**config.mk**
```make
export PLATFORM = sky130hd
export DESIGN_NAME = serial_add_sub_flat
export DESIGN_NICKNAME = d
export VERILOG_FILES = /design/src/rtl/serial_add_sub_if.sv /design/src/rtl/serial_add_sub.sv /design/src/flat_wrapper.sv
export SDC_FILE = /design/constraint.sdc
export NUM_CORES = 1
export LEC_CHECK = 0
export ABC_AREA = 1
export CORE_ASPECT_RATIO = 1.75
export CORE_MARGIN = 2
export CORE_UTILIZATION = 49
export DETAILED_ROUTE_END_ITERATION = 10
export PLACE_DENSITY = 0.81
export SLEW_MARGIN = 40
export SYNTH_ARGS = -nofsm -noshare
export SYNTH_HDL_FRONTEND = slang
export SYNTH_SLANG_ARGS = --single-unit
```
**constraint.sdc**
```tcl
create_clock -name clk -period 1.37 [get_ports clk]
set_input_delay 0.137 -clock clk [delete_from_list [all_inputs] [get_ports clk]]
set_output_delay 0.137 -clock clk [all_outputs]
set_load 0.02 [all_outputs]
```
**src/rtl/serial_add_sub_if.sv**
```systemverilog
// Handshake bundle for serial_add_sub.
//   in_valid/in_ready : operand handshake carrying a, b, op
//   out_valid/out_ready: result handshake carrying result, co
// slave  : the adder side (consumes operands, produces result)
// master : the requester side
interface serial_add_sub_if #(
  parameter int unsigned WIDTH = 8
);
  logic             in_valid;
  logic             in_ready;
  logic [WIDTH-1:0] a;
  logic [WIDTH-1:0] b;
  logic             op;
  logic             out_valid;
  logic             out_ready;
  logic [WIDTH-1:0] result;
  logic             co;

  modport slave (
    input  in_valid, a, b, op, out_ready,
    output in_ready, out_valid, result, co
  );

  modport master (
    output in_valid, a, b, op, out_ready,
    input  in_ready, out_valid, result, co
  );
endinterface

```
**src/rtl/serial_add_sub.sv**
```systemverilog
// Bit-serial adder/subtractor, one bit per clock, LSB first.
//   clk  : rising-edge clock
//   rst  : synchronous active-high reset
//   bus  : serial_add_sub_if.slave
//          in_valid/in_ready + a, b, op (0: a+b, 1: a-b)
//          out_valid/out_ready + result, co (carry for add, borrow for sub)
module serial_add_sub #(
  parameter int unsigned WIDTH = 8
) (
  input  logic           clk,
  input  logic           rst,
  serial_add_sub_if.slave bus
);

  localparam int unsigned CNT_W = (WIDTH > 1) ? $clog2(WIDTH) : 1;

  typedef enum logic [1:0] {
    IDLE = 2'd0,
    RUN  = 2'd1,
    DONE = 2'd2
  } state_e;

  state_e             state_q, state_d;
  logic [WIDTH-1:0]   sa_q, sa_d;
  logic [WIDTH-1:0]   sb_q, sb_d;
  logic [WIDTH-1:0]   result_q, result_d;
  logic [CNT_W-1:0]   cnt_q, cnt_d;
  logic               c_q, c_d;
  logic               co_q, co_d;
  logic               op_q, op_d;

  // Full-adder cell; subtract inverts b and starts with carry=1 (a + ~b + 1)
  logic bb, sum_bit, carry_nxt;
  assign bb        = sb_q[0] ^ op_q;
  assign sum_bit   = sa_q[0] ^ bb ^ c_q;
  assign carry_nxt = (sa_q[0] & bb) | (sa_q[0] & c_q) | (bb & c_q);

  // Next-state and datapath
  always_comb begin
    state_d  = state_q;
    sa_d     = sa_q;
    sb_d     = sb_q;
    result_d = result_q;
    cnt_d    = cnt_q;
    c_d      = c_q;
    co_d     = co_q;
    op_d     = op_q;
    unique case (state_q)
      IDLE: begin
        if (bus.in_valid) begin
          sa_d    = bus.a;
          sb_d    = bus.b;
          op_d    = bus.op;
          c_d     = bus.op;
          cnt_d   = '0;
          state_d = RUN;
        end
      end
      RUN: begin
        result_d = {sum_bit, result_q[WIDTH-1:1]};
        sa_d     = sa_q >> 1;
        sb_d     = sb_q >> 1;
        c_d      = carry_nxt;
        cnt_d    = CNT_W'(cnt_q + 1'b1);
        if (cnt_q == CNT_W'(WIDTH - 1)) begin
          // Borrow is the inverse of the final carry when subtracting
          co_d    = op_q ? ~carry_nxt : carry_nxt;
          state_d = DONE;
        end
      end
      DONE: begin
        if (bus.out_ready) begin
          state_d = IDLE;
        end
      end
      default: state_d = IDLE;
    endcase
  end

  // State and datapath registers
  always_ff @(posedge clk) begin
    if (rst) begin
      state_q  <= IDLE;
      sa_q     <= '0;
      sb_q     <= '0;
      result_q <= '0;
      cnt_q    <= '0;
      c_q      <= 1'b0;
      co_q     <= 1'b0;
      op_q     <= 1'b0;
    end else begin
      state_q  <= state_d;
      sa_q     <= sa_d;
      sb_q     <= sb_d;
      result_q <= result_d;
      cnt_q    <= cnt_d;
      c_q      <= c_d;
      co_q     <= co_d;
      op_q     <= op_d;
    end
  end

  // in_ready is held low during reset so nothing is accepted while rst is high
  assign bus.in_ready  = (state_q == IDLE) && !rst;
  assign bus.out_valid = (state_q == DONE);
  assign bus.result    = result_q;
  assign bus.co        = co_q;

endmodule

```
**src/flat_wrapper.sv**
```systemverilog
// flat-port wrapper written by rule: the top's interface ports become plain ports
module serial_add_sub_flat 
#(
  parameter int unsigned WIDTH = 8
)
  (clk, rst, bus_in_valid, bus_a, bus_b, bus_op, bus_out_ready, bus_in_ready, bus_out_valid, bus_result, bus_co);
  serial_add_sub_if #(.WIDTH(WIDTH)) bus_i ();
  input  logic clk;
  input  logic rst;
  input wire logic [$bits(bus_i.in_valid)-1:0] bus_in_valid;
  input wire logic [$bits(bus_i.a)-1:0] bus_a;
  input wire logic [$bits(bus_i.b)-1:0] bus_b;
  input wire logic [$bits(bus_i.op)-1:0] bus_op;
  input wire logic [$bits(bus_i.out_ready)-1:0] bus_out_ready;
  output wire logic [$bits(bus_i.in_ready)-1:0] bus_in_ready;
  output wire logic [$bits(bus_i.out_valid)-1:0] bus_out_valid;
  output wire logic [$bits(bus_i.result)-1:0] bus_result;
  output wire logic [$bits(bus_i.co)-1:0] bus_co;
  assign bus_i.in_valid = bus_in_valid;
  assign bus_i.a = bus_a;
  assign bus_i.b = bus_b;
  assign bus_i.op = bus_op;
  assign bus_i.out_ready = bus_out_ready;
  assign bus_in_ready = bus_i.in_ready;
  assign bus_out_valid = bus_i.out_valid;
  assign bus_result = bus_i.result;
  assign bus_co = bus_i.co;
  serial_add_sub #(.WIDTH(WIDTH)) u_core (.clk(clk), .rst(rst), .bus(bus_i));
endmodule
```
==> results of run 1 <==
==> final timing paths <==
check	from	cells after the start	slack [ps]	end
worst max-delay path	u_core.state_q[1]$_SDFFE_PP0P_	4	60	bus_in_ready
worst max register to register	u_core.op_q$_SDFFE_PP0P_	5	70	u_core.bus.co$_SDFFE_PP0P_
worst min register to register	u_core.cnt_q[1]$_SDFFE_PP0P_	2	470	u_core.cnt_q[1]$_SDFFE_PP0P_
worst min-delay path	bus_a[7]	3	410	u_core.sa_q[7]$_SDFFE_PP0P_
==> kinds of logic (layout without fill, tap and decap cells) <==
kind of cell | Yosys count | after routing | share of synthesized area (%)
adders and majority gates | 3 | 3 | 3.09
xor gates and xnor gates | 2 | 2 | 1.20
DFF | 32 | 32 | 44.0
buffers and inverters | 35 | 72 | 10.1
and+or+nand+nor | 116 | 116 | 30.7
AOI/OAI and AO/OA | 31 | 31 | 10.9
==> layout make-up <==
class | count | area share (%)
Clock buffer | 6 | 3.75
Clock inverter | 1 | 0.259
Inverter | 25 | 4.85
Multi-Input combinational cell | 152 | 35.2
Sequential cell | 32 | 33.2
Tap cell | 28 | 1.81
Timing Repair Buffer | 40 | 20.9
==> through the flow <==
stage / power [mW] / hold slack (ps) / utilization, %
global placement: 1.49 / 452 / 64.2
CTS: 2.17 / 400 / 66.6
detailed placement: 1.50 / 459 / 64.2
floorplan: 1.32 / 280 / -
finish: 2.15 / 414 / 67.5
global route: 2.28 / 437 / 67.5
==> worst min-delay path, delay by kind of cell <==
kind                   cells  cell delay (ps)
AOI/OAI and AO/OA          1               50
buffers and inverters      1              390
and+or+nand+nor            1               70
==> layout by cell type, fill, tap and decap left out, drive strengths merged <==
| cell type | instances |
|---|---|
| fa | 1 |
| nand3 | 1 |
| nor2 | 53 |
| dlygate4sd2 | 8 |
| xnor2 | 2 |
| nand2 | 62 |
| clkdlybuf4s50 | 20 |
| ha | 2 |
| clkinv | 1 |
| clkdlybuf4s15 | 1 |
| dlymetal6s2s | 1 |
| clkbuf | 7 |
| o21ai | 22 |
| buf | 9 |
| inv | 25 |
| dfxtp | 32 |
| a21oi | 9 |
==> flip-flops by register name, summed over array words and instances (netlist names) <==
name / cells
u_core.bus.result: 8
u_core.c_q: 1
u_core.bus.co: 1
u_core.sa_q: 8
u_core.state_q: 2
u_core.sb_q: 8
u_core.cnt_q: 3
u_core.op_q: 1
==> layer usage <==
| layer | vias to the layer above | global-route usage (%) |
|---|---|---|
| met1 | 573 | 19.5 |
| met5 | - | 0 |
| met4 | 0 | 10.6 |
| li1 | 733 | - |
| met3 | 8 | 5.92 |
| met2 | 25 | 33.9 |
==> power by group through the flow <==
stage / Clock [mW] / Combinational (mW) / Sequential, mW
floorplan: 0 / 0.247 / 1.08
global placement: 0 / 0.440 / 1.05
detailed placement: 0 / 0.448 / 1.06
CTS: 0.695 / 0.437 / 1.04
global route: 0.724 / 0.508 / 1.04
finish: 0.665 / 0.447 / 1.04
==> repair_timing <==
action / in CTS / in global routing
gates resized for setup: 12 / 7
setup endpoints to repair: 10 / 5
pin swaps: 0 / 1
buffers inserted: 0 / 2
==> results.json, run 1 <==
{
  "io_pins": 32,
  "multi_input_area_um2": 681,
  "synth.cell_area_mm2": 0.00146,
  "fin_cells": 284,
  "synth_edf_count": 0,
  "grt_use_total_pct": 19.6,
  "netSwitchingPower_mw": 0.591,
  "vias": 1339,
  "synthTopCellsByArea": "dfxtp_1 44%, nand2_1 16%, nor2_1 13%",
  "nFillCells": 267,
  "syn_inst": 219,
  "cp.required_ps": 1230,
  "yosysSeqAreaShare_pct": 44.0,
  "wl_per_cell_um": 10.5,
  "antenna_left": 0,
  "cts_tree": "done",
  "synthToLayoutAreaGrowth_pct": 32.7,
  "seqPwrFrac_pct": 48.2,
  "place.gp.congestion": 0.719,
  "fin_crit_ps": 1310,
  "clk_pin_slew_ps": 60,
  "critPathMaxStageDelay_ps": 330,
  "n_antenna_cell": 0,
  "end_kind": "primary output",
  "cp_max_fo": 3,
  "fmax_mhz": 766,
  "startpoint_type": "register",
  "synth.most_common_cell": "nand2_1",
  "finalSetupViolCount": 0,
  "synth_top_cells_by_count": "61 x nand2_1, 52 x nor2_1, 32 x dfxtp_1, 24 x inv_1, 21 x o21ai_0",
  "cts_max_path_buffers": 2,
  "clk-insertion-delay-late_ps": 280,
  "nets": 280,
  "portBuffers": 31,
  "dieWidth_um": 45.2,
  "tightest_slew_ps": 270,
  "regArea_um2": 642,
  "dr.first_iter.drc_count": 25,
  "status": "complete, no violations",
  "yosysWarningCount": 0,
  "grt_max_degree": 35,
  "cellLeakagePower_nw": 0.951,
  "cts_root_buffer": "clkbuf_8",
  "rsz0062_at_grt": "no",
  "finalHoldViolCount": 0,
  "cp.arrival_ps": 1170,
  "dpl_worst_slack_ps": -65.9,
  "power_density_mw_per_mm2": 1110,
  "synth_cell_types": 18,
  "swShare_pct": 27.5,
  "synthesis.nets": 243,
  "p_clk_share_pct": 31.0,
  "crit_family": "flip-flops",
  "grt_pass1_wl_mm": 4.95,
  "grt_pass1_vias": 1213,
  "fin_ws_ps": 63.9,
  "ys_seq_elements": 32,
  "finalInstanceArea_mm2": 0.00193,
  "drive_gt1_share_pct": 9.77,
  "drt_wl_total_mm": 2.99,
  "crit_chain": "nor2_2 > inv_1 > nor2_1 > clkdlybuf4s15_2",
  "holdCritPathClass": "input port to register",
  "route.met3.wl_um": 105,
  "relSlewSlack_pct": 81.8,
  "async_flop_share_pct": 0,
  "h-tree-depth": 2,
  "start_util_pct": 50.9,
  "vias_per_cell": 4.71,
  "period_share_pct": 95.3,
  "synth_top_area_cell": "dfxtp_1",
  "dpl_cell_area_mm2": 0.00184,
  "combPwrFrac_pct": 20.8,
  "postCtsHoldBufs": 0,
  "routed-wl-met2_mm": 1.56,
  "internal-power_mw": 1.56,
  "met1Wirelength_mm": 1.23,
  "post-dp-hpwl_mm": 2.11,
  "placedCellCount": 275,
  "num_rows": 26,
  "die_y_um": 76.1,
  "antenna_found_initial": 0,
  "cts_made_buffers": 5,
  "maxSlewViolCount": 0,
  "synth_top_area_share_pct": 44.0,
  "drc": 0,
  "path_class": "register to primary output",
  "fin_tns_setup_ps": 0,
  "grt.overflow.total": 0,
  "crit_slowest_cell": "dfxtp_1",
  "cp.buffers_inverters": 2,
  "irDropWorstVdd_mv": 0.851,
  "avgSynthCellArea_um2": 6.65,
  "synth_top_flop_cell": "dfxtp_1",
  "cts.sinks": 32,
  "fin_skew_ps": 1.84,
  "routed.top_layer": "met4",
  "dieArea_mm2": 0.00344,
  "drtPass1Iterations": 3,
  "core-area_mm2": 0.00286,
  "drv_cap": 0
}
Power figures use the tool's default switching activity.
==> run 2: changes to the inputs <==
clock period = 1.4 ns   (was 1.37 ns; I/O delays follow)
==> run 2 against run 1 <==
  * Count of clock-buffer cells in the layout grew 2
  * Final cell count down 0.70%
  * First-iteration DRC count unchanged
  * Global-route usage down 0.49 points
  * Combinational power fell by 4.9%
  * Critical path depth shrank 3
  * Sequential share of layout area fell by 0.086 points
  * Final area about the same
  * Clock skew up 2.8 ps
  * Power grew 0.89%
  * Sequential cell count is the same
  * Sequential power about the same
==> results.json, run 2 (synthesized netlist as in run 1, its figures left out) <==
{
  "dieArea_mm2": 0.00344,
  "cp_max_fo": 2,
  "fin_ws_ps": 57.4,
  "maxSlewViolCount": 0,
  "crit_family": "buffers and inverters",
  "reg2reg_depth": 5,
  "drive_gt1_share_pct": 7.09,
  "postCtsHoldBufs": 0,
  "crit_chain": "clkdlybuf4s50_1",
  "dr.first_iter.drc_count": 25,
  "drv_cap": 0,
  "holdCritPathClass": "input port to register",
  "cp.buffers_inverters": 1,
  "vias_per_cell": 4.80,
  "start_util_pct": 50.9,
  "crit_slowest_cell": "clkdlybuf4s50_1",
  "hold_start": "bus_b[7]",
  "startpoint_type": "register",
  "antenna_left": 0,
  "drt_wl_total_mm": 2.94,
  "rsz0062_at_grt": "yes",
  "antenna_found_initial": 0,
  "cellLeakagePower_nw": 0.972,
  "power_density_mw_per_mm2": 1120,
  "cts_made_buffers": 5,
  "num_rows": 26,
  "clk_pin_slew_ps": 60,
  "grt_pass1_vias": 1228,
  "final_common_cell": "nand2_1",
  "finalHoldViolCount": 0,
  "end_kind": "primary output",
  "grt.overflow.total": 0,
  "synthToLayoutAreaGrowth_pct": 32.8,
  "place.gp.congestion": 0.745,
  "whs_endpoint": "u_core.sb_q[7]$_SDFFE_PP0P_",
  "layout_common_cells": "61 x nand2_1, 51 x nor2_1, 32 x dfxtp_1",
  "ff2ff_setup_slack_ps": 120,
  "path_class": "register to primary output",
  "post-dp-hpwl_mm": 2.04,
  "grt_use_total_pct": 19.1,
  "tightest_slew_ps": 343,
  "dieWidth_um": 45.2,
  "fmax_mhz": 745,
  "drtPass1Iterations": 4,
  "wl_per_cell_um": 10.4,
  "nets": 277,
  "cts_tree": "done",
  "cp.required_ps": 1260,
  "status": "complete, no violations",
  "grt_max_degree": 36,
  "io_pins": 32,
  "h-tree-depth": 2,
  "hold_depth": 3,
  "drc": 0,
  "core-area_mm2": 0.00286,
  "irDropWorstVdd_mv": 1.06,
  "fin_skew_ps": 4.64,
  "fin_tns_setup_ps": 0,
  "cts_root_buffer": "clkbuf_8",
  "postCtsSetupBuffers": 0,
  "dpl_worst_slack_ps": -46.0,
  "fin_crit_ps": 1340,
  "clk-insertion-delay-late_ps": 280,
  "r2r_end": "u_core.bus.co$_SDFFE_PP0P_",
  "portBuffers": 31,
  "critPathMaxStageDelay_ps": 600,
  "cp.arrival_ps": 1200,
  "period_share_pct": 95.9,
  "cts.sinks": 32,
  "grt_pass1_wl_mm": 4.93,
  "timing.rr.start": "u_core.op_q$_SDFFE_PP0P_",
  "finalSetupViolCount": 0,
  "n_antenna_cell": 0,
  "die_y_um": 76.1,
  "relSlewSlack_pct": 77.1,
  "vias": 1355,
  "cts_max_path_buffers": 2
}
-- run 2: cell count changes in the layout (fill, tap and decap cells not counted), moves of 2 or more --
cell	change
dlygate4sd2_1	-6
dlymetal6s2s_1	+4
buf_4	-3
clkdlybuf4s50_1	+2
-- run 2: cell type report --
type,instances,area (um2)
Clock buffer,8,90.1
Fill cell,259,928
Inverter,25,93.8
Multi-Input combinational cell,152,671
Sequential cell,32,641
Tap cell,28,35.0
Timing Repair Buffer,37,404
-- run 2: tightest hold or removal path, stage by stage --
cell,delay (ps)
clkdlybuf4s50_1,400
nand2_1,70
a21oi_1,50
-- run 2: how the worst max path moves through the flow --
stage | to | from | slack, ps | cells after the start
floorplan | u_core.bus.co$_SDFFE_PP0P_ | u_core.op_q$_SDFFE_PP0P_ | 180 | 5
CTS | bus_result[1] | u_core.bus.result[1]$_SDFFE_PP0P_ | 2 | 1
detailed placement | bus_in_ready | rst | -50 | 3
finish | bus_co | u_core.bus.co$_SDFFE_PP0P_ | 60 | 1
global placement | bus_in_ready | rst | -70 | 3
global route | u_core.bus.co$_SDFFE_PP0P_ | u_core.op_q$_SDFFE_PP0P_ | -2 | 5
-- run 2: power breakdown --
part	leakage, nW	switching (mW)	internal, mW	total (mW)
clock network	0.0455	0.327	0.400	0.728
registers	0.264	0.0329	0.982	1.01
logic	0.663	0.228	0.197	0.425
-- run 2: layer usage --
metal	GRT usage [%]	up-vias	wire length, um
li1	-	727	-
met1	20.7	601	1170
met2	32.7	21	1590
met3	5.69	6	120
met4	7.94	0	61
met5	0	-	0
-- run 2: what timing repair did --
| item | in CTS | in global routing |
|---|---|---|
| endpoints found under the setup margin | 4 | 7 |
| gates resized for setup | 6 | 7 |
| cloned | 0 | 0 |
-- run 2: stage by stage --
step | std cells | hold slack [ps] | util, % | area, um2 | power (mW)
after floorplan | 219 | 283 | - | 1460 | 1.30
after global placement | 274 | 451 | 63.9 | 1830 | 1.46
after detailed placement | 274 | 458 | 63.9 | 1830 | 1.47
after CTS | 282 | 415 | 67.0 | 1920 | 2.19
after global routing | 282 | 430 | 67.6 | 1930 | 2.28
final | 282 | 422 | 67.6 | 1930 | 2.17
==> run 3: changes to the inputs <==
CAP_MARGIN = 40   (was not set)
CORE_UTILIZATION = 25   (was 49)
PLACE_DENSITY = 0.48   (was 0.81)
==> run 3 against run 2 <==
  * Count of clock-buffer cells in the layout is the same
  * Worst setup slack worse by 4.0 ps
  * Core utilization shrank 32 points
  * Clock power barely moved
  * Via count fell by 1.1%
  * Largest power group unchanged
==> results.json, run 3 (synthesized netlist as in run 1, its figures left out) <==
{
  "drtPass1Iterations": 4,
  "cellLeakagePower_nw": 0.984,
  "grt.overflow.total": 0,
  "cp.arrival_ps": 1210,
  "routed.top_layer": "met4",
  "holdCritPathClass": "input port to register",
  "startpoint_type": "register",
  "dr.first_iter.drc_count": 54,
  "cts_root_buffer": "clkbuf_8",
  "wl_per_cell_um": 9.56,
  "crit_chain": "clkdlybuf4s50_1",
  "drv_cap": 0,
  "grt_pass1_wl_mm": 5.66,
  "grt_max_degree": 36,
  "relSlewSlack_pct": 75.6,
  "maxSlewViolCount": 0,
  "final_util_pct": 35.6,
  "fin_tns_setup_ps": 0,
  "cp.required_ps": 1260,
  "post-dp-hpwl_mm": 2.19,
  "start_util_pct": 26.1,
  "grt_pass1_vias": 1322,
  "drive_gt1_share_pct": 7.42,
  "finalHoldViolCount": 0,
  "clk-insertion-delay-late_ps": 280,
  "portBuffers": 31,
  "fin_cells": 332,
  "irDropWorstVdd_mv": 0.452,
  "end_kind": "primary output",
  "cts_made_buffers": 5,
  "antenna_left": 0,
  "vias_per_cell": 4.04,
  "antenna_found_initial": 0,
  "power_density_mw_per_mm2": 1090,
  "h-tree-depth": 2,
  "fmax_mhz": 743,
  "p_total_mw": 2.16,
  "vias": 1340,
  "drt_wl_total_mm": 3.17,
  "clk_pin_slew_ps": 70,
  "fin_crit_ps": 1350,
  "status": "complete, no violations",
  "fin_skew_ps": 4.40,
  "drc": 0,
  "crit_family": "buffers and inverters",
  "critPathMaxStageDelay_ps": 600,
  "period_share_pct": 96.2,
  "final_common_cell": "nand2_1",
  "grt_use_total_pct": 11.4,
  "routed-wl-met2_mm": 1.56,
  "synthToLayoutAreaGrowth_pct": 36.4,
  "io_pins": 32,
  "placedCellCount": 324,
  "cp_max_fo": 2,
  "nets": 279,
  "dieArea_mm2": 0.00648,
  "finalSetupViolCount": 0,
  "core-area_mm2": 0.00559,
  "cts_tree": "done",
  "tightest_slew_ps": 365,
  "n_antenna_cell": 0,
  "die_y_um": 105,
  "cts_max_path_buffers": 2,
  "num_rows": 36,
  "met1Wirelength_mm": 1.42,
  "route.met3.wl_um": 120,
  "holdWs_ps": 425,
  "rsz0062_at_grt": "no",
  "dieWidth_um": 61.7,
  "cp.buffers_inverters": 1,
  "path_class": "register to primary output",
  "place.gp.congestion": 0.687,
  "layout_common_cells": "61 x nand2_1, 52 x nor2_1, 32 x dfxtp_1",
  "cts.sinks": 32,
  "crit_slowest_cell": "clkdlybuf4s50_1",
  "postCtsSetupBuffers": 0
}
==> run 3: cell types whose count changed in the layout (fill, tap and decap cells not counted) <==
cell and delta:
nor2_1 +1, nor2_2 -1, buf_12 -1, buf_4 +3, clkbuf_2 +1, dlygate4sd2_1 +1, clkdlybuf4s15_2 -1, clkdlybuf4s50_1 -1
==> run 3: final timing paths <==
check	from	end	slack, ps	cells past startpoint
max	u_core.bus.result[0]$_SDFFE_PP0P_	bus_result[0]	50	1
min	bus_a[7]	u_core.sa_q[7]$_SDFFE_PP0P_	430	3
max reg2reg	u_core.op_q$_SDFFE_PP0P_	u_core.bus.co$_SDFFE_PP0P_	150	5
min reg2reg	u_core.sb_q[7]$_SDFFE_PP0P_	u_core.sb_q[7]$_SDFFE_PP0P_	470	2
==> run 3: stage by stage <==
step | area [um2] | worst slack (ps)
5_1_grt | 1990 | 12.8
4_1_cts | 1980 | 0.505
3_3_place_gp | 1890 | -55.9
3_5_place_dp | 1890 | -67.4
2_1_floorplan | 1460 | 181
6_report | 1990 | 53.4
==> run 3: what timing repair did <==
item	4_1_cts	5_1_grt
gates resized for setup	6	7
endpoints found under the setup margin	5	7
cloned	0	0
hold buffers	0	0
==> run 3: cell type report <==
cell class / instances / area (um2)
clock buffer: 8 / 90.1
fill: 659 / 3600
inverter: 25 / 93.8
multi-input combinational: 152 / 668
sequential: 32 / 641
tap: 76 / 95.1
timing repair buffer: 39 / 399
==> run 3: metal layers <==
metal | track usage (%) | up-vias
met2 | 18.9 | 24
li1 | - | 729
met1 | 13.1 | 581
met5 | 0 | -
met3 | 3.09 | 6
met4 | 5.02 | 0
==> run 3: where the power goes <==
group	leakage (nW)	switching (mW)	internal (mW)	total (mW)
registers	0.264	0.0309	0.982	1.01
logic	0.674	0.228	0.194	0.422
clock network	0.0455	0.324	0.401	0.725
total	0.984	0.583	1.58	2.16
